`config.mk`:
```
export PLATFORM = sky130hd
export DESIGN_NAME = systolic_array_controller
export DESIGN_NICKNAME = d
export VERILOG_FILES = /design/src/rtl/systolic_array_controller.sv
export SDC_FILE = /design/constraint.sdc
export NUM_CORES = 1
export LEC_CHECK = 0
export ABC_CLOCK_PERIOD_IN_PS = 4690
export CAP_MARGIN = 20
export CORE_MARGIN = 2
export CORE_UTILIZATION = 55
export CTS_CLUSTER_SIZE = 8
export DETAILED_ROUTE_END_ITERATION = 7
export GPL_ROUTABILITY_DRIVEN = 0
export PLACE_DENSITY = 0.94
export SLEW_MARGIN = 20
export SYNTH_ARGS = -nofsm -noshare
export SYNTH_HDL_FRONTEND = slang
export SYNTH_SLANG_ARGS = --single-unit
```
`constraint.sdc`:
```
create_clock -name clk_in -period 4.69 [get_ports clk_in]
set_clock_uncertainty 0.05 [all_clocks]
set_input_delay 0.938 -clock clk_in [delete_from_list [all_inputs] [get_ports clk_in]]
set_output_delay 0.938 -clock clk_in [all_outputs]
set_load 0.02 [all_outputs]
```
`src/rtl/systolic_array_controller.sv`:
```
// Batch sequencer for a systolic array: weight-load pulse, skewed activation feed, deskewed results.
// Optional SYSTOLIC_CTRL_PERF_EN adds stall and batch cycle counters.
module systolic_array_controller #(
  parameter int SYSTOLIC_ARRAY_ROWS = 8,
  parameter int SYSTOLIC_ARRAY_COLS = 8,
  parameter int FIXED_POINT_WIDTH   = 16,
  parameter int SUM_WIDTH           = FIXED_POINT_WIDTH + 7,
  parameter int VEC_COUNT_WIDTH     = 10
) (
  input  logic                                           clk_in,
  input  logic                                           rst_n_in,
  input  logic                                           start_in,
  input  logic [VEC_COUNT_WIDTH-1:0]                     num_vectors_in,
  output logic                                           busy_out,
  output logic                                           done_out,
  output logic                                           weights_valid_out,
  input  logic                                           act_valid_in,
  input  logic [SYSTOLIC_ARRAY_ROWS*FIXED_POINT_WIDTH-1:0] act_in,
  output logic                                           act_ready_out,
  output logic [SYSTOLIC_ARRAY_ROWS*FIXED_POINT_WIDTH-1:0] array_act_out,
  input  logic [SYSTOLIC_ARRAY_COLS*SUM_WIDTH-1:0]       array_sum_in,
  output logic                                           result_valid_out,
  output logic [SYSTOLIC_ARRAY_COLS*SUM_WIDTH-1:0]       result_out
`ifdef SYSTOLIC_CTRL_PERF_EN
  ,
  output logic [31:0]                                    stall_cycles_out,
  output logic [31:0]                                    batch_cycles_out
`endif
);

  localparam int ROWS = SYSTOLIC_ARRAY_ROWS;
  localparam int COLS = SYSTOLIC_ARRAY_COLS;
  localparam int FPW  = FIXED_POINT_WIDTH;
  localparam int SW   = SUM_WIDTH;
  localparam int LAT  = ROWS + COLS;
  localparam logic [VEC_COUNT_WIDTH-1:0] VEC_ONE = 1;

  typedef enum logic [2:0] {IDLE, LOAD, STREAM, DRAIN, DONE} state_t;

  state_t                     state_reg, state_next;
  logic [VEC_COUNT_WIDTH-1:0] count_reg;
  logic [VEC_COUNT_WIDTH-1:0] issued_reg;
  logic [LAT-1:0]             vline_reg;
  logic                       accept;
  logic                       issue;
  logic [ROWS*FPW-1:0]        issue_vec;

  assign accept            = (state_reg == IDLE) && start_in;
  assign busy_out          = (state_reg == LOAD) || (state_reg == STREAM) || (state_reg == DRAIN);
  assign done_out          = (state_reg == DONE);
  assign weights_valid_out = (state_reg == LOAD);
  assign act_ready_out     = (state_reg == STREAM) && (issued_reg < count_reg);
  assign issue             = act_valid_in && act_ready_out;
  assign issue_vec         = issue ? act_in : '0;
  assign result_valid_out  = vline_reg[LAT-1];

  always_ff @(posedge clk_in or negedge rst_n_in) begin
    if (!rst_n_in) begin
      state_reg  <= IDLE;
      count_reg  <= '0;
      issued_reg <= '0;
      vline_reg  <= '0;
    end else begin
      state_reg <= state_next;
      vline_reg <= {vline_reg[LAT-2:0], issue};
      if (accept) begin
        count_reg  <= num_vectors_in;
        issued_reg <= '0;
      end else if (issue) begin
        issued_reg <= issued_reg + VEC_ONE;
      end
    end
  end

  // Leave STREAM on the cycle of the final issue so no idle STREAM cycle follows it.
  always_comb begin
    state_next = state_reg;
    case (state_reg)
      IDLE:    if (start_in) state_next = LOAD;
      LOAD:    state_next = (count_reg == '0) ? DONE : STREAM;
      STREAM:  if (issue && ((issued_reg + VEC_ONE) == count_reg)) state_next = DRAIN;
      DRAIN:   if (vline_reg == '0) state_next = DONE;
      DONE:    state_next = IDLE;
      default: state_next = IDLE;
    endcase
  end

  genvar gi;
  generate
    for (gi = 0; gi < ROWS; gi++) begin : g_skew
      if (gi == 0) begin : g_direct
        assign array_act_out[FPW-1:0] = issue_vec[FPW-1:0];
      end else begin : g_delay
        logic [FPW-1:0] skew_reg [gi];
        always_ff @(posedge clk_in or negedge rst_n_in) begin
          if (!rst_n_in) begin
            for (int k = 0; k < gi; k++) skew_reg[k] <= '0;
          end else begin
            skew_reg[0] <= issue_vec[gi*FPW +: FPW];
            for (int k = 1; k < gi; k++) skew_reg[k] <= skew_reg[k-1];
          end
        end
        assign array_act_out[gi*FPW +: FPW] = skew_reg[gi-1];
      end
    end

    for (gi = 0; gi < COLS; gi++) begin : g_deskew
      localparam int DEPTH = COLS - 1 - gi;
      logic [SW-1:0] aligned;
      logic [SW-1:0] res_reg;
      if (DEPTH == 0) begin : g_direct
        assign aligned = array_sum_in[gi*SW +: SW];
      end else begin : g_delay
        logic [SW-1:0] dly_reg [DEPTH];
        always_ff @(posedge clk_in or negedge rst_n_in) begin
          if (!rst_n_in) begin
            for (int k = 0; k < DEPTH; k++) dly_reg[k] <= '0;
          end else begin
            dly_reg[0] <= array_sum_in[gi*SW +: SW];
            for (int k = 1; k < DEPTH; k++) dly_reg[k] <= dly_reg[k-1];
          end
        end
        assign aligned = dly_reg[DEPTH-1];
      end
      always_ff @(posedge clk_in or negedge rst_n_in) begin
        if (!rst_n_in) res_reg <= '0;
        else           res_reg <= aligned;
      end
      assign result_out[gi*SW +: SW] = res_reg;
    end
  endgenerate

`ifdef SYSTOLIC_CTRL_PERF_EN
  always_ff @(posedge clk_in or negedge rst_n_in) begin
    if (!rst_n_in) begin
      stall_cycles_out <= '0;
      batch_cycles_out <= '0;
    end else if (accept) begin
      stall_cycles_out <= '0;
      batch_cycles_out <= '0;
    end else begin
      if ((state_reg == STREAM) && !issue && (stall_cycles_out != '1))
        stall_cycles_out <= stall_cycles_out + 32'd1;
      if ((busy_out || done_out) && (batch_cycles_out != '1))
        batch_cycles_out <= batch_cycles_out + 32'd1;
    end
  end
`endif

endmodule
```
Yosys cells after proc, flatten, opt, wreduce, memory -nomap -nowiden --
Cells that the tools add are included.
Storage, ports and cells: word-level logic and storage cells 97, output and inout bits 317, register bits after elaboration 1315, bits of input ports 326
Cells by class: muxes and demuxes 8, equal/unequal tests 8, reductions and logical operators 11, $lt $le $gt $ge 1, $add $sub $neg 1
Operators with widths (number):
- two-way mux 128 bit | 1
- two-way mux 10 bit | 2
- logical NOT 16 bit | 1
- two-way mux 3 bit | 4
- one-hot mux 3 bit (4 select lines) | 1
- adder 10 x 1 -> 10 bit, second input constant | 1
- equality test 10 bit | 1
- logical NOT 10 bit | 1
- < comparator 10 bit | 1
- equality test 3 x 2 -> 1 bit, second input constant | 2
- logical AND 1 bit | 4
- != test 2 x 1 -> 1 bit, second input constant | 2
- equality test 3 x 1 -> 1 bit, second input constant | 1
- equality test 3 bit, second input constant | 1
- logical NOT 3 bit | 1
- AND reduction 3 bit | 1
- logical OR 1 bit | 2
- != test 2 bit, second input constant | 1
- nonzero test 2 bit | 1

Logic depth before layout (Yosys ltp) --
word-level depth 6, gate-level depth with buffers 12, mapped depth without buffers 9

Worst setup path after synthesis --
No wires, ideal clock.
path kind register to output, from reg count_reg[7], to out array_act_out[0], path slack 1.501 ns, arrival 2.201 ns, stages on the path, launching flop included 13, cell sequence dfrtp_1 inv_1 ha_1 a211o_1 a21oi_1 a31oi_1 or2_1 buf_6 inv_4 buf_6 buf_4 and2_1 buf_4
On the way: word-level cells in the longest chain between the ends 4
Ends and longest elaborated chain:
- start: declaration | line 41 | logic [VEC_COUNT_WIDTH-1:0] count_reg;
- start signal: assignment | line 67 | count_reg <= num_vectors_in;
- < comparator 10 bit | line 52 | assign act_ready_out = (state_reg == STREAM) && (issued_reg < count_reg);
- logical AND 1 bit | line 52
- logical AND 1 bit | line 53 | assign issue = act_valid_in && act_ready_out;
- two-way mux 128 bit | line 54 | assign issue_vec = issue ? act_in : '0;
- end: declaration | line 20 | output logic [SYSTOLIC_ARRAY_ROWS*FIXED_POINT_WIDTH-1:0] array_act_out,
Every way passes these cells.

Worst setup path after layout --
from reg count_reg[7], to out array_act_out[12]
Same word-level chain as after synthesis.

==> summary.txt <==
STA
  • Count of endpoints failing hold in the final timing report: 0
  • Minimum period implied by the final worst setup slack: 4.40 ns
  • Share of the clock period used by the worst path after layout: 93.8%
  • Final setup vio count: 0
  • Setup TNS Final: 0 ns
  • Final Max Tran Viols: 0
  • Worst slew margin relative to its limit: 29.6%
  • Transition time at the pin with the least slew margin: 1.06 ns
  • Unrepaired setup endpoints after global routing: false
  • Achievable Freq: 0.227 GHz

Critical path
  • Critical path start-end classification: register to primary output
  • Required arrival time at the worst endpoint: 3.70 ns
  • Endpoint class of the critical path: primary output
  • Critical path's slowest cell: dfrtp_2
  • Number of cells traversed by the worst register-to-register path: 9
  • List of cells traversed by the critical path: inv_1 > ha_1 > a211o_1 > a21oi_1 > a31oi_1 > or2_4 > bufinv_16 > and2_1 > dlygate4sd2_1
  • Biggest cell delay along the critical path: 0.42 ns
  • Arrival time at the worst endpoint: 3.41 ns
  • Setup crit start: count_reg[7]
  • Worst reg2reg path startpoint: count_reg[7]
  • Worst-path fanout max: 32
  • Crit path to: array_act_out[12]
  • Flop2flop setup slack: 1.67 ns
  • Sort of element at the start of the critical path: register
  • Destination of the worst register-to-register timing path: g_skew[7].g_delay.skew_reg[99]

Floorplan
  • Standard cell core area: 64,200 um2
  • DIE AREA: 66,900 um2
  • Initial cell density of the core: 55.5%
  • Number of placement rows: 93
  • Chip Width: 259 um
  • I/O pin count: 643
  • Vertical extent of the die: 259 um

Clock network
  • Number of buffers on the longest clock path: 3
  • Postcts setup bufs: 0
  • TritonCTS clock tree: done
  • Hold-fix buffers at CTS: 0
  • Clock transition at path regs: 0.05 ns
  • Clock Sinks: 1,315
  • Number of buffers created by CTS: 182
  • CTS H-tree depth: 4
  • Clock latency on the worst-skew pair: 0.74 ns
  • CTS Root Cell: clkbuf_16

Route
  • Routed wire length per instance: 27.1 um
  • DRC: 0
  • Drt via density: 4.95
  • DRC violation total after the first TritonRoute iteration: 1,265
  • Top sig layer: met5
  • Number of optimization iterations in the first detailed-route pass: 5
  • Remaining antenna violation count: 0
  • Overall via count from detail_route: 16,463
  • Met1 Wirelength: 28,900 um
  • Met2 wire len: 52,300 um
  • Final wirelength: 90,200 um
  • Length of routed met3 wiring: 4960 um

Synthesis
  • Async set or reset register ratio after synthesis: 100%
  • Count of flip-flops with a built-in enable after synthesis: 0
  • Post-synthesis cell type count: 42
  • Yosys Warn Count: 0
  • Post-synthesis average cell area: 20.8 um2
  • Sequential share of the synthesized area: 92.3%
  • Mapped Nets: 2,053
  • Most used flip-flop cell after synthesis: dfrtp_1
  • Synthesized netlist cell count: 1,716
  • Flop and latch count out of synthesis: 1,315
  • Combined area of all synthesized cells: 35,600 um2

Global routing
  • Maximum number of pins on one net before global-route repair: 165
  • Overall global routing resource usage: 28.1%
  • Remaining Overflow, GRT: 0
  • Wire length of the first global-routing pass: 134,000 um
  • Antenna violations before repair: 26
  • Vias in the first global route: 20,108

Final layout
  • Synth-to-Final Area Change: 33.3%
  • Share of cells above drive strength 1: 9.71%
  • Final Net Count: 2,771
  • Fin cells: 3,327
  • Most used cells in the layout excluding fill and tap cells: dfrtp_1, clkdlybuf4s50_1, clkbuf_16
  • Number of fillers in the final layout: 3,370
  • Largest register FFs: 483
  • Most common library cell in the layout ignoring fill and taps: dfrtp_1

Power and ir drop
  • Net switching power: 6400 uW
  • PD cells: 563 nW/um2
  • IR drop worst, VDD: 0.334 mV
  • Internal cell power: 20,300 uW
  • Power share of the combinational group: 8.1%
  • Sw Ratio: 23.9%
  • Leak pwr: 0.0224 uW
  • Fraction of power consumed by the clock network: 43.6%
  • Proportion of power drawn by flip-flops and latches: 48.3%

Placement
  • Placed wire-length estimate: 51,800 um
  • Number of buffers added on ports: 642
  • Placed cell count: 3,104

Job
  • MaxCap Viol Count: 0

Outcome
  • Outcome: completed

Min path
  • Worst min path class: primary input to asynchronous set/reset pin
[kinds of logic (layout without fill, tap and decap cells)]
| kind of cell | Yosys count | count (layout) | synth area share, % |
|---|---|---|---|
| multiplexers | 11 | 11 | 0.344 |
| XOR/XNOR | 11 | 11 | 0.270 |
| other | 0 | 22 | 0 |
| flip-flops | 1315 | 1315 | 92.3 |
| AND/OR/NAND/NOR | 184 | 184 | 3.09 |
| adder cells (fa/ha/maj) | 11 | 11 | 0.386 |
| buffers and inverters | 143 | 877 | 2.79 |
| AO/OA/AOI/OAI | 41 | 41 | 0.786 |
[how the worst min path moves through the flow]
stage | depth (start not counted) | start | slack, ns | to
finish | 1 | rst_n_in | 0.11 | g_deskew[1].res_reg[14]
global route | 1 | rst_n_in | 0.20 | g_deskew[1].res_reg[14]
CTS | 1 | rst_n_in | 0.22 | g_deskew[1].res_reg[11]
detailed placement | 0 | g_skew[7].g_delay.skew_reg[18] | 0.28 | array_act_out[114]
global placement | 0 | g_deskew[1].g_delay.dly_reg[58] | 0.28 | g_deskew[1].g_delay.dly_reg[35]
floorplan | 0 | g_skew[6].g_delay.skew_reg[20] | 0.28 | array_act_out[100]
[layer usage]
metal	GRT usage, %	vias to the layer above
li1	-	6655
met1	29.4	8852
met2	52.1	701
met3	7.31	247
met4	14.0	8
met5	0	-
[synth_stat cells (all sizes together) (3+ instances only)]
cell type,count,area share (%)
nand2,10,0.11
xnor2,7,0.17
dfrtp,1315,92
xor2,4,0.098
nor4,7,0.12
nand3,9,0.13
o21ai,14,0.20
nor2b,5,0.088
clkbuf,7,0.074
a21oi,6,0.084
nor2,9,0.095
and2,130,2.3
ha,11,0.39
a22o,6,0.15
and3,3,0.053
inv,12,0.13
a21bo,3,0.084
buf,124,2.6
mux2,10,0.32
[critical path, delay by kind of cell (launching register included)]
kind                       cells  cell delay, ns
AOI/OAI and AO/OA              3            0.66
adders and majority gates      1            0.35
buffers and inverters          3            0.70
DFF                            1            0.42
and+or+nand+nor                2            0.54
[cell type report]
| type | count | area [um2] | share of cell area [%] |
|---|---|---|---|
| multi-input combinational | 258 | 1740 | 3.67 |
| timing repair inverter | 1 | 8.76 | 0.0184 |
| tap | 855 | 1070 | 2.25 |
| clock buffer | 187 | 4640 | 9.76 |
| sequential | 1315 | 32900 | 69.3 |
| antenna | 22 | 55.1 | 0.116 |
| inverter | 12 | 71.3 | 0.150 |
| timing repair buffer | 664 | 6750 | 14.2 |
| clock inverter | 13 | 273 | 0.574 |
[power by group through the flow]
stage | clock [uW] | combinational, uW | sequential [uW]
global route | 12400 | 2300 | 13000
CTS | 11900 | 2170 | 12900
global placement | 0 | 1980 | 12900
detailed placement | 0 | 2090 | 13000
finish | 11700 | 2160 | 12900
floorplan | 0 | 914 | 12900
[repair_timing]
item	CTS	global route
resized for setup	7	16
gates cloned	1	0
hold endpoints to repair	0	0
pin swaps	0	0
endpoints found under the setup margin	16	15
[stage by stage]
| stage | setup slack [ns] | util [%] | hold WS [ns] | cell area [um2] | total power [uW] |
|---|---|---|---|---|---|
| finish | 0.291 | 74.0 | 0.115 | 47500 | 26700 |
| global route | 0.115 | 74.0 | 0.195 | 47500 | 27700 |
| CTS | 0.0145 | 73.8 | 0.222 | 47400 | 27000 |
| detailed placement | 0.592 | 66.1 | 0.285 | 42500 | 15100 |
| global placement | 0.709 | 66.1 | 0.281 | 42500 | 14900 |
| floorplan | 1.50 | - | 0.281 | 35600 | 13800 |
No activity file was read; power rests on OpenSTA's default activity.
